==> config.mk <==
export PLATFORM = sky130hd
export DESIGN_NAME = opp_packet_rx
export DESIGN_NICKNAME = d
export VERILOG_FILES = /design/src/rtl/opp_packet_rx.sv
export SDC_FILE = /design/constraint.sdc
export NUM_CORES = 1
export LEC_CHECK = 0
export ABC_AREA = 0
export CAP_MARGIN = 20
export CORE_ASPECT_RATIO = 0.9
export CORE_UTILIZATION = 55
export CTS_BUF_LIST = sky130_fd_sc_hd__clkbuf_4
export DETAILED_ROUTE_END_ITERATION = 16
export HOLD_SLACK_MARGIN = 0.1
export PLACE_DENSITY = 0.88
export SYNTH_ARGS = -nofsm -noshare
export SYNTH_HDL_FRONTEND = slang
export SYNTH_SLANG_ARGS = --single-unit
==> constraint.sdc <==
create_clock -name clk -period 3.3 [get_ports clk]
set_clock_uncertainty 0.15 [all_clocks]
set_input_delay 0.33 -clock clk [delete_from_list [all_inputs] [get_ports clk]]
set_output_delay 0.33 -clock clk [all_outputs]
set_load 0.1 [all_outputs]
==> src/rtl/opp_packet_rx.sv <==
// Receive framer for 6-byte opponent-state packets arriving on a byte-wide AXI stream.
// Validates length, XOR checksum and field ranges, then registers the opponent state.
module opp_packet_rx #(
    parameter int TIMEOUT_CYCLES = 1024,
    parameter int ALIVE_CYCLES   = 1048576,
    parameter int INIT_X         = 300,
    parameter int INIT_Y         = 100
) (
    input  logic        clk,
    input  logic        rst_n,
    input  logic        axiiv,
    input  logic [7:0]  axiid,
    input  logic        axiil,
    output logic [10:0] r_opp_x,
    output logic [10:0] r_opp_y,
    output logic [8:0]  r_opp_dir,
    output logic [2:0]  r_opp_game,
    output logic        receive_axiov,
    output logic        err_pulse,
    output logic [1:0]  err_code,
    output logic [15:0] good_count,
    output logic [15:0] bad_count,
    output logic        link_alive
);
    localparam int TW = $clog2(TIMEOUT_CYCLES + 1);
    localparam int AW = $clog2(ALIVE_CYCLES + 1);
    localparam logic [TW-1:0] TIMEOUT_VAL = TW'(TIMEOUT_CYCLES);
    localparam logic [AW-1:0] ALIVE_LAST  = AW'(ALIVE_CYCLES - 1);

    typedef enum logic [1:0] {S_IDLE, S_COLLECT, S_DRAIN} state_t;
    typedef enum logic [1:0] {
        E_CKSUM   = 2'd0,
        E_LEN     = 2'd1,
        E_TIMEOUT = 2'd2,
        E_RANGE   = 2'd3
    } err_t;

    state_t        r_state, w_next_state;
    logic [7:0]    r_buf [0:4];
    logic [2:0]    r_idx;
    logic [TW-1:0] r_idle;
    logic [AW-1:0] r_alive_cnt;

    logic          w_timeout, w_first, w_store, w_good, w_bad, w_range_bad;
    err_t          w_err;
    logic [7:0]    w_cksum;
    logic [10:0]   w_x, w_y;
    logic [8:0]    w_dir;
    logic [2:0]    w_game;

    assign w_timeout   = (r_state == S_COLLECT) && (r_idle == TIMEOUT_VAL);
    // A byte landing on the timeout cycle opens a fresh packet.
    assign w_first     = axiiv && ((r_state == S_IDLE) || w_timeout);
    assign w_store     = axiiv && (r_state == S_COLLECT) && !w_timeout && (r_idx < 3'd5);
    assign w_cksum     = r_buf[0] ^ r_buf[1] ^ r_buf[2] ^ r_buf[3] ^ r_buf[4] ^ axiid;
    assign {w_x, w_y, w_dir, w_game} = {r_buf[0], r_buf[1], r_buf[2], r_buf[3], r_buf[4][7:6]};
    assign w_range_bad = (w_dir > 9'd359) || (w_game > 3'd2);

    always_ff @(posedge clk or negedge rst_n) begin
        if (!rst_n) begin
            r_state <= S_IDLE;
        end else begin
            r_state <= w_next_state;
        end
    end

    always_comb begin
        // NOTE: every output of this block gets a default first so no path infers a latch.
        w_next_state = r_state;
        w_good       = 1'b0;
        w_bad        = 1'b0;
        w_err        = E_CKSUM;
        case (r_state)
            S_IDLE: begin
                if (axiiv) begin
                    if (axiil) begin
                        w_bad = 1'b1;
                        w_err = E_LEN;
                    end else begin
                        w_next_state = S_COLLECT;
                    end
                end
            end
            S_COLLECT: begin
                if (w_timeout) begin
                    w_bad        = 1'b1;
                    w_err        = E_TIMEOUT;
                    w_next_state = (axiiv && !axiil) ? S_COLLECT : S_IDLE;
                end else if (axiiv) begin
                    if (r_idx == 3'd5) begin
                        if (axiil) begin
                            w_next_state = S_IDLE;
                            if (w_cksum != 8'h00) begin
                                w_bad = 1'b1;
                                w_err = E_CKSUM;
                            end else if (w_range_bad) begin
                                w_bad = 1'b1;
                                w_err = E_RANGE;
                            end else begin
                                w_good = 1'b1;
                            end
                        end else begin
                            w_bad        = 1'b1;
                            w_err        = E_LEN;
                            w_next_state = S_DRAIN;
                        end
                    end else if (axiil) begin
                        w_bad        = 1'b1;
                        w_err        = E_LEN;
                        w_next_state = S_IDLE;
                    end
                end
            end
            S_DRAIN: begin
                if (axiiv && axiil) begin
                    w_next_state = S_IDLE;
                end
            end
            default: w_next_state = S_IDLE;
        endcase
    end

    // NOTE: the payload buffer is pure data qualified by the FSM, so it carries no reset.
    always_ff @(posedge clk) begin
        if (w_first) begin
            r_buf[0] <= axiid;
        end else if (w_store) begin
            r_buf[r_idx] <= axiid;
        end
    end

    always_ff @(posedge clk or negedge rst_n) begin
        if (!rst_n) begin
            r_idx  <= 3'd0;
            r_idle <= '0;
        end else begin
            if (w_first) begin
                r_idx <= 3'd1;
            end else if (w_store) begin
                r_idx <= r_idx + 3'd1;
            end
            if (axiiv || (w_next_state != S_COLLECT)) begin
                r_idle <= '0;
            end else begin
                r_idle <= r_idle + TW'(1);
            end
        end
    end

    always_ff @(posedge clk or negedge rst_n) begin
        if (!rst_n) begin
            r_opp_x       <= 11'(INIT_X);
            r_opp_y       <= 11'(INIT_Y);
            r_opp_dir     <= 9'd0;
            r_opp_game    <= 3'd0;
            receive_axiov <= 1'b0;
            err_pulse     <= 1'b0;
            err_code      <= 2'd0;
            good_count    <= 16'd0;
            bad_count     <= 16'd0;
            link_alive    <= 1'b0;
            r_alive_cnt   <= '0;
        end else begin
            receive_axiov <= w_good;
            err_pulse     <= w_bad;
            if (w_good) begin
                r_opp_x    <= w_x;
                r_opp_y    <= w_y;
                r_opp_dir  <= w_dir;
                r_opp_game <= w_game;
                if (good_count != 16'hFFFF) begin
                    good_count <= good_count + 16'd1;
                end
            end
            if (w_bad) begin
                err_code <= w_err;
                if (bad_count != 16'hFFFF) begin
                    bad_count <= bad_count + 16'd1;
                end
            end
            if (w_good) begin
                link_alive  <= 1'b1;
                r_alive_cnt <= '0;
            end else if (link_alive) begin
                if (r_alive_cnt == ALIVE_LAST) begin
                    link_alive <= 1'b0;
                end
                r_alive_cnt <= r_alive_cnt + AW'(1);
            end
        end
    end

endmodule

After elaboration in Yosys (flattened, before gate mapping)
Memory sizes are Yosys's and may differ from the RTL's.
Cells that the tools add are included.

storage, ports and cells
  bits in registers = 108
  memory bits (writable) = 40
  logic and storage cells = 106
  input port bits = 12
  output and inout port bits = 71
  memories kept = 1

cells by class
  bitwise logic cells = 5
  reductions and logical operators = 19
  $add $sub $neg = 5
  magnitude comparators = 3
  mux-type cells = 51
  eq/ne operators = 8

memory list
  memory  depth  width  read ports  clocked after memory_dff  write ports  RTL line  RTL
  r_buf   5      8      5           0                         1            39        logic [7:0] r_buf [0:4];

operators by type and width
  kind                     count
  $mux W21                 2
  $xor A8 B8 Y8            5
  $add A16 B1 Y16 const B  2
  $ne A16 B16 Y1 const B   2
  $mux W2                  14
  $mux W1                  27
  $add A21 B1 Y21 const B  1
  $eq A21 B20 Y1 const B   1
  $add A11 B1 Y11 const B  1
  $eq A11 B11 Y1 const B   1
  $mux W11                 1
  $gt A9 B9 Y1 const B     1
  $mux W3                  3
  $mux W8                  1
  $reduce_bool A8 Y1       1
  $reduce_or A8 Y1         1
  $logic_and A1 B1 Y1      7
  $pmux W2 S3              1
  $pmux W2 S2              1
  $reduce_and A2 Y1        2
  $reduce_bool A2 Y1       2
  $add A3 B1 Y3 const B    1
  $eq A3 B3 Y1 const B     1
  $gt A3 B2 Y1 const B     1
  8 further kinds          11

Depth between registers and ports, before layout
An unclocked memory read counts as a cell.

  depth in word-level cells = 14
  depth in mapped cells = 11
  gate-level depth less buffers = 8

Worst setup path after synthesis
Ideal clock, no wire load.

  kind = register -> register
  from = reg good_count[2]
  to = reg good_count[1]
  library setup time = 0.126 ns
  stages on the path, launching flop included = 6
  buffers on the path = 0
  period minus slack after synthesis = 2.680 ns
  required time = 3.024 ns
  slack = 0.620 ns
  arrival time = 2.403 ns
  cell sequence = dfrtp_1 -> nand3_1 -> nor3_1 -> nand4_1 -> nand4_2 -> mux2_2

on the way
  longest elaborated chain between the ends = 2

ends and longest elaborated chain
  item                         RTL line  RTL
  start: declaration           21        output logic [15:0] good_count,
  start signal: assignment     172       good_count <= good_count + 16'd1;
  $ne A16 B16 Y1               171       if (good_count != 16'hFFFF) begin
  $reduce_and A2 Y1 (no line)  --

Every way passes these cells.
A chain may end at the register's enable or synchronous reset.

Final worst setup path
  from = reg r_idx[1]
  to = reg r_opp_game[1]

on the way
  longest elaborated chain between the ends = 5

ends and longest elaborated chain
  item                      RTL line  RTL
  start: declaration        40        logic [2:0] r_idx;
  start signal: assignment  140       r_idx <= r_idx + 3'd1;
  $eq A3 B3 Y1              90        if (r_idx == 3'd5) begin
  $mux W1                   90
  $mux W1                   89        end else if (axiiv) begin
  $mux W1                   85        if (w_timeout) begin
  $mux W1                   73        case (r_state)
  end signal: assignment    170       r_opp_game <= w_game;
  end: declaration          17        output logic [2:0] r_opp_game,

Every way passes these cells.

==> summary.md <==
| Metric | Value |
|---|---|
| DRC | 0 |
| Share of cells above drive strength 1 | 15.3% |
| Syn. warnings | 0 |
| Num Clock Sinks | 148 |
| Die Y | 106 µm |
| Area Growth Syn to Fin | 19.1% |
| Total Neg Setup Slack | 0 ns |
| Starting Density | 57.2% |
| Post-synth EDFFs | 40 |
| Per-cell routed wire length | 16.5 µm |
| Placeable Area | 11600 µm² |
| Final setup fails | 0 |
| Post-DP HPWL | 9.23 mm |
| Final non-filler cell total | 789 |
| Final net count | 639 |
| Synthesized Nets | 541 |
| CTS Buf Count | 17 |
| Most instantiated library cell after synthesis | dfrtp_1 |
| Yosys cell types | 52 |
| Top-level port count | 83 |
| Drt pass-1 iters | 4 |
| Setup CP Type | reg -> reg |
| Worst-path clk slew | 0.12 ns |
| Initial antenna violation count | 0 |
| Flop2flop setup slack | 0.45 ns |
| Clk root buf | clkbuf_4 |
| Top cell type's share of synthesized area | 38.2% |
| Post-CTS Setup Bufs | 0 |
| Die Wd | 118 µm |
| Max Cap Viol | 0 |
| Slew Limit Fails | 0 |
| First-pass GRT wire length | 22.2 mm |
| Die Area | 12500 µm² |
| PwrDens | 502 nW/µm² |
| Tightest Pin Transition | 0.999 ns |
| Area taken by multi-input logic gates | 2590 µm² |
| Syn Inst Count | 522 |
| Post-Synthesis Cell Area | 6620 µm² |
| Synth area leader | dfrtp_1 |
| Pin count of the biggest net entering global routing | 61 |
| Htree depth | 4 |
| FF-to-FF path depth | 8 |
| Final worst path period need | 2.85 ns |
| GRT Util Overall | 23.0% |
| VDD IR max | 0.000227 V |
| CP Launch Point | r_idx[1] |
| Iter 0 DRT Violations | 301 |
| Required time of the critical path | 3.59 ns |
| Commonest cells post-synth | dfrtp_1 (101), nor2_1 (54), xnor2_1 (52) |
| Max Fclk | 0.351 GHz |
| Asr flop ratio synth | 73.0% |
| Gr ovfl total | 0 |
| Vias in the first global route | 4432 |
| CTS tree | yes |
| Relative slew slack | 33.2% |
| Status | completed |
| Unrepaired setup endpoints after global routing | false |
| Synth Register Bits | 148 |
| Seq. cell area | 3910 µm² |
| I/O Buffers | 82 |
| FP Rows | 37 |
| Hold Path Class | in -> async |
| Crit path max fanout | 44 |
| Period utilization | 86.4% |
| Vias/cell | 5.54 |
| Vias | 4373 |
| Sequential share of the synthesized area | 59.1% |
| Placed insts | 756 |
| Synth area leaders | dfrtp_1 (38%), edfxtp_1 (18%), xnor2_1 (6.9%) |
| R2R Path End | r_opp_game[1] |
| # fillers | 826 |
| Leakage power | 3.25 nW |
| Crit path arrival time | 3.14 ns |
| Kind of end point of the critical path | register |
| Antenna Cells | 0 |
| Worst-skew pair later-pin latency | 0.55 ns |
| Drt total wl | 13.0 mm |
| Avg Cell Area, Syn | 12.7 µm² |
| Startpoint types | register |
| Ys flop type | dfrtp_1 |
| Final hold vios | 0 |
| Post-DRT Antenna Nets | 0 |
| R2R Path Start | r_idx[1] |
| RePlAce Congestion | 0.879 |
| Clock tree buffer depth | 2 |
[metal layers]
layer	wire length, µm	global-route usage [%]	part of all wire [%]	up-vias
li1	-	-	-	2046
met1	5880	30.2	45	2180
met2	6320	36.6	48	128
met3	611	6.55	4.7	19
met4	230	8.15	1.8	0
met5	0	0	0	-
[worst max-delay path by stage]
stage	end	slack [ns]	cells after the start
3_3_place_gp	r_opp_game[0]	0.25	7
4_1_cts	r_opp_game[1]	0.48	8
3_5_place_dp	good_count[12]	0.15	7
6_report	r_opp_game[1]	0.45	8
5_1_grt	good_count[5]	0.24	8
2_1_floorplan	good_count[1]	0.62	5
[stage by stage]
step | cell area (µm²) | worst slack, ns | util (%) | hold WS (ns) | power, mW
4_1_cts | 7890 | 0.476 | 68.1 | 0.175 | 3.99
6_report | 7890 | 0.448 | 68.1 | 0.195 | 3.96
3_5_place_dp | 7620 | 0.149 | 65.8 | 0.257 | 2.96
3_3_place_gp | 7620 | 0.248 | 65.8 | 0.237 | 2.93
5_1_grt | 7890 | 0.239 | 68.1 | 0.190 | 4.13
2_1_floorplan | 6620 | 0.620 | - | -0.116 | 2.72
[sequential cells by signal, indices dropped and copies added, names as in the netlist]
register       count
bad_count         16
r_idle            11
r_alive_cnt       21
r_state            2
receive_axiov      1
r_opp_dir          9
r_opp_x           11
r_opp_game         3
err_pulse          1
link_alive         1
r_idx              3
err_code           2
r_opp_y           11
good_count        16
r_buf             40
[final cells by class]
class / count / share of cell area, %
Sequential cell: 148 / 49.6
Multi-Input combinational cell: 349 / 32.9
Timing Repair Buffer: 91 / 11.1
Tap cell: 156 / 2.48
Clock inverter: 15 / 1.65
Clock buffer: 17 / 1.62
Inverter: 13 / 0.619
[where the power goes]
| part | internal (mW) | switching [mW] |
|---|---|---|
| Combinational | 0.273 | 0.535 |
| Clock | 0.377 | 0.658 |
| Sequential | 1.99 | 0.123 |
| Total | 2.64 | 1.32 |
[layout by cell type, fill, tap and decap left out, types with 7 or more instances in the layout]
| cell | netlist | layout |
|---|---|---|
| dfrtp_1 | 101 | 101 |
| clkdlybuf4s50_1 | 0 | 66 |
| nor2_1 | 54 | 54 |
| xnor2_1 | 52 | 52 |
| edfxtp_1 | 40 | 40 |
| nand3_1 | 33 | 33 |
| xor2_1 | 26 | 26 |
| nand2_1 | 23 | 23 |
| buf_4 | 3 | 22 |
| mux2_2 | 20 | 20 |
| clkbuf_4 | 0 | 17 |
| nand4_1 | 16 | 16 |
| mux2_1 | 15 | 15 |
| nor3_1 | 14 | 14 |
| inv_1 | 13 | 13 |
| a21oi_1 | 13 | 13 |
| and3_1 | 10 | 9 |
| ha_1 | 7 | 7 |
| dfstp_2 | 7 | 7 |
[cell families (layout without fill, tap and decap cells)]
group                      after synthesis  count (layout)  share of synthesized area [%]
and+or+nand+nor                        188             188                           15.2
DFF                                    148             148                           59.1
xor gates and xnor gates                87              87                           13.3
muxes                                   36              36                           6.11
AOI/OAI and AO/OA                       31              31                           3.02
buffers and inverters                   25             136                           1.89
adders and majority gates                7               7                           1.32
[worst max-delay path, cell delays in order (launching register included)]
cell and delay [ns]:
dfrtp_1 0.45, inv_1 0.14, ha_1 0.26, nand3_1 0.14, or2b_2 0.34, nor4_1 0.36, and3_2 0.30, buf_12 0.22
mux2_2 0.37
[timing repair]
| item | 4_1_cts | 5_1_grt |
|---|---|---|
| endpoints found under the hold margin | 48 | 0 |
| gates resized for setup | 0 | 0 |
| hold buffers | 1 | 0 |
(Power assumes the default switching activity.)
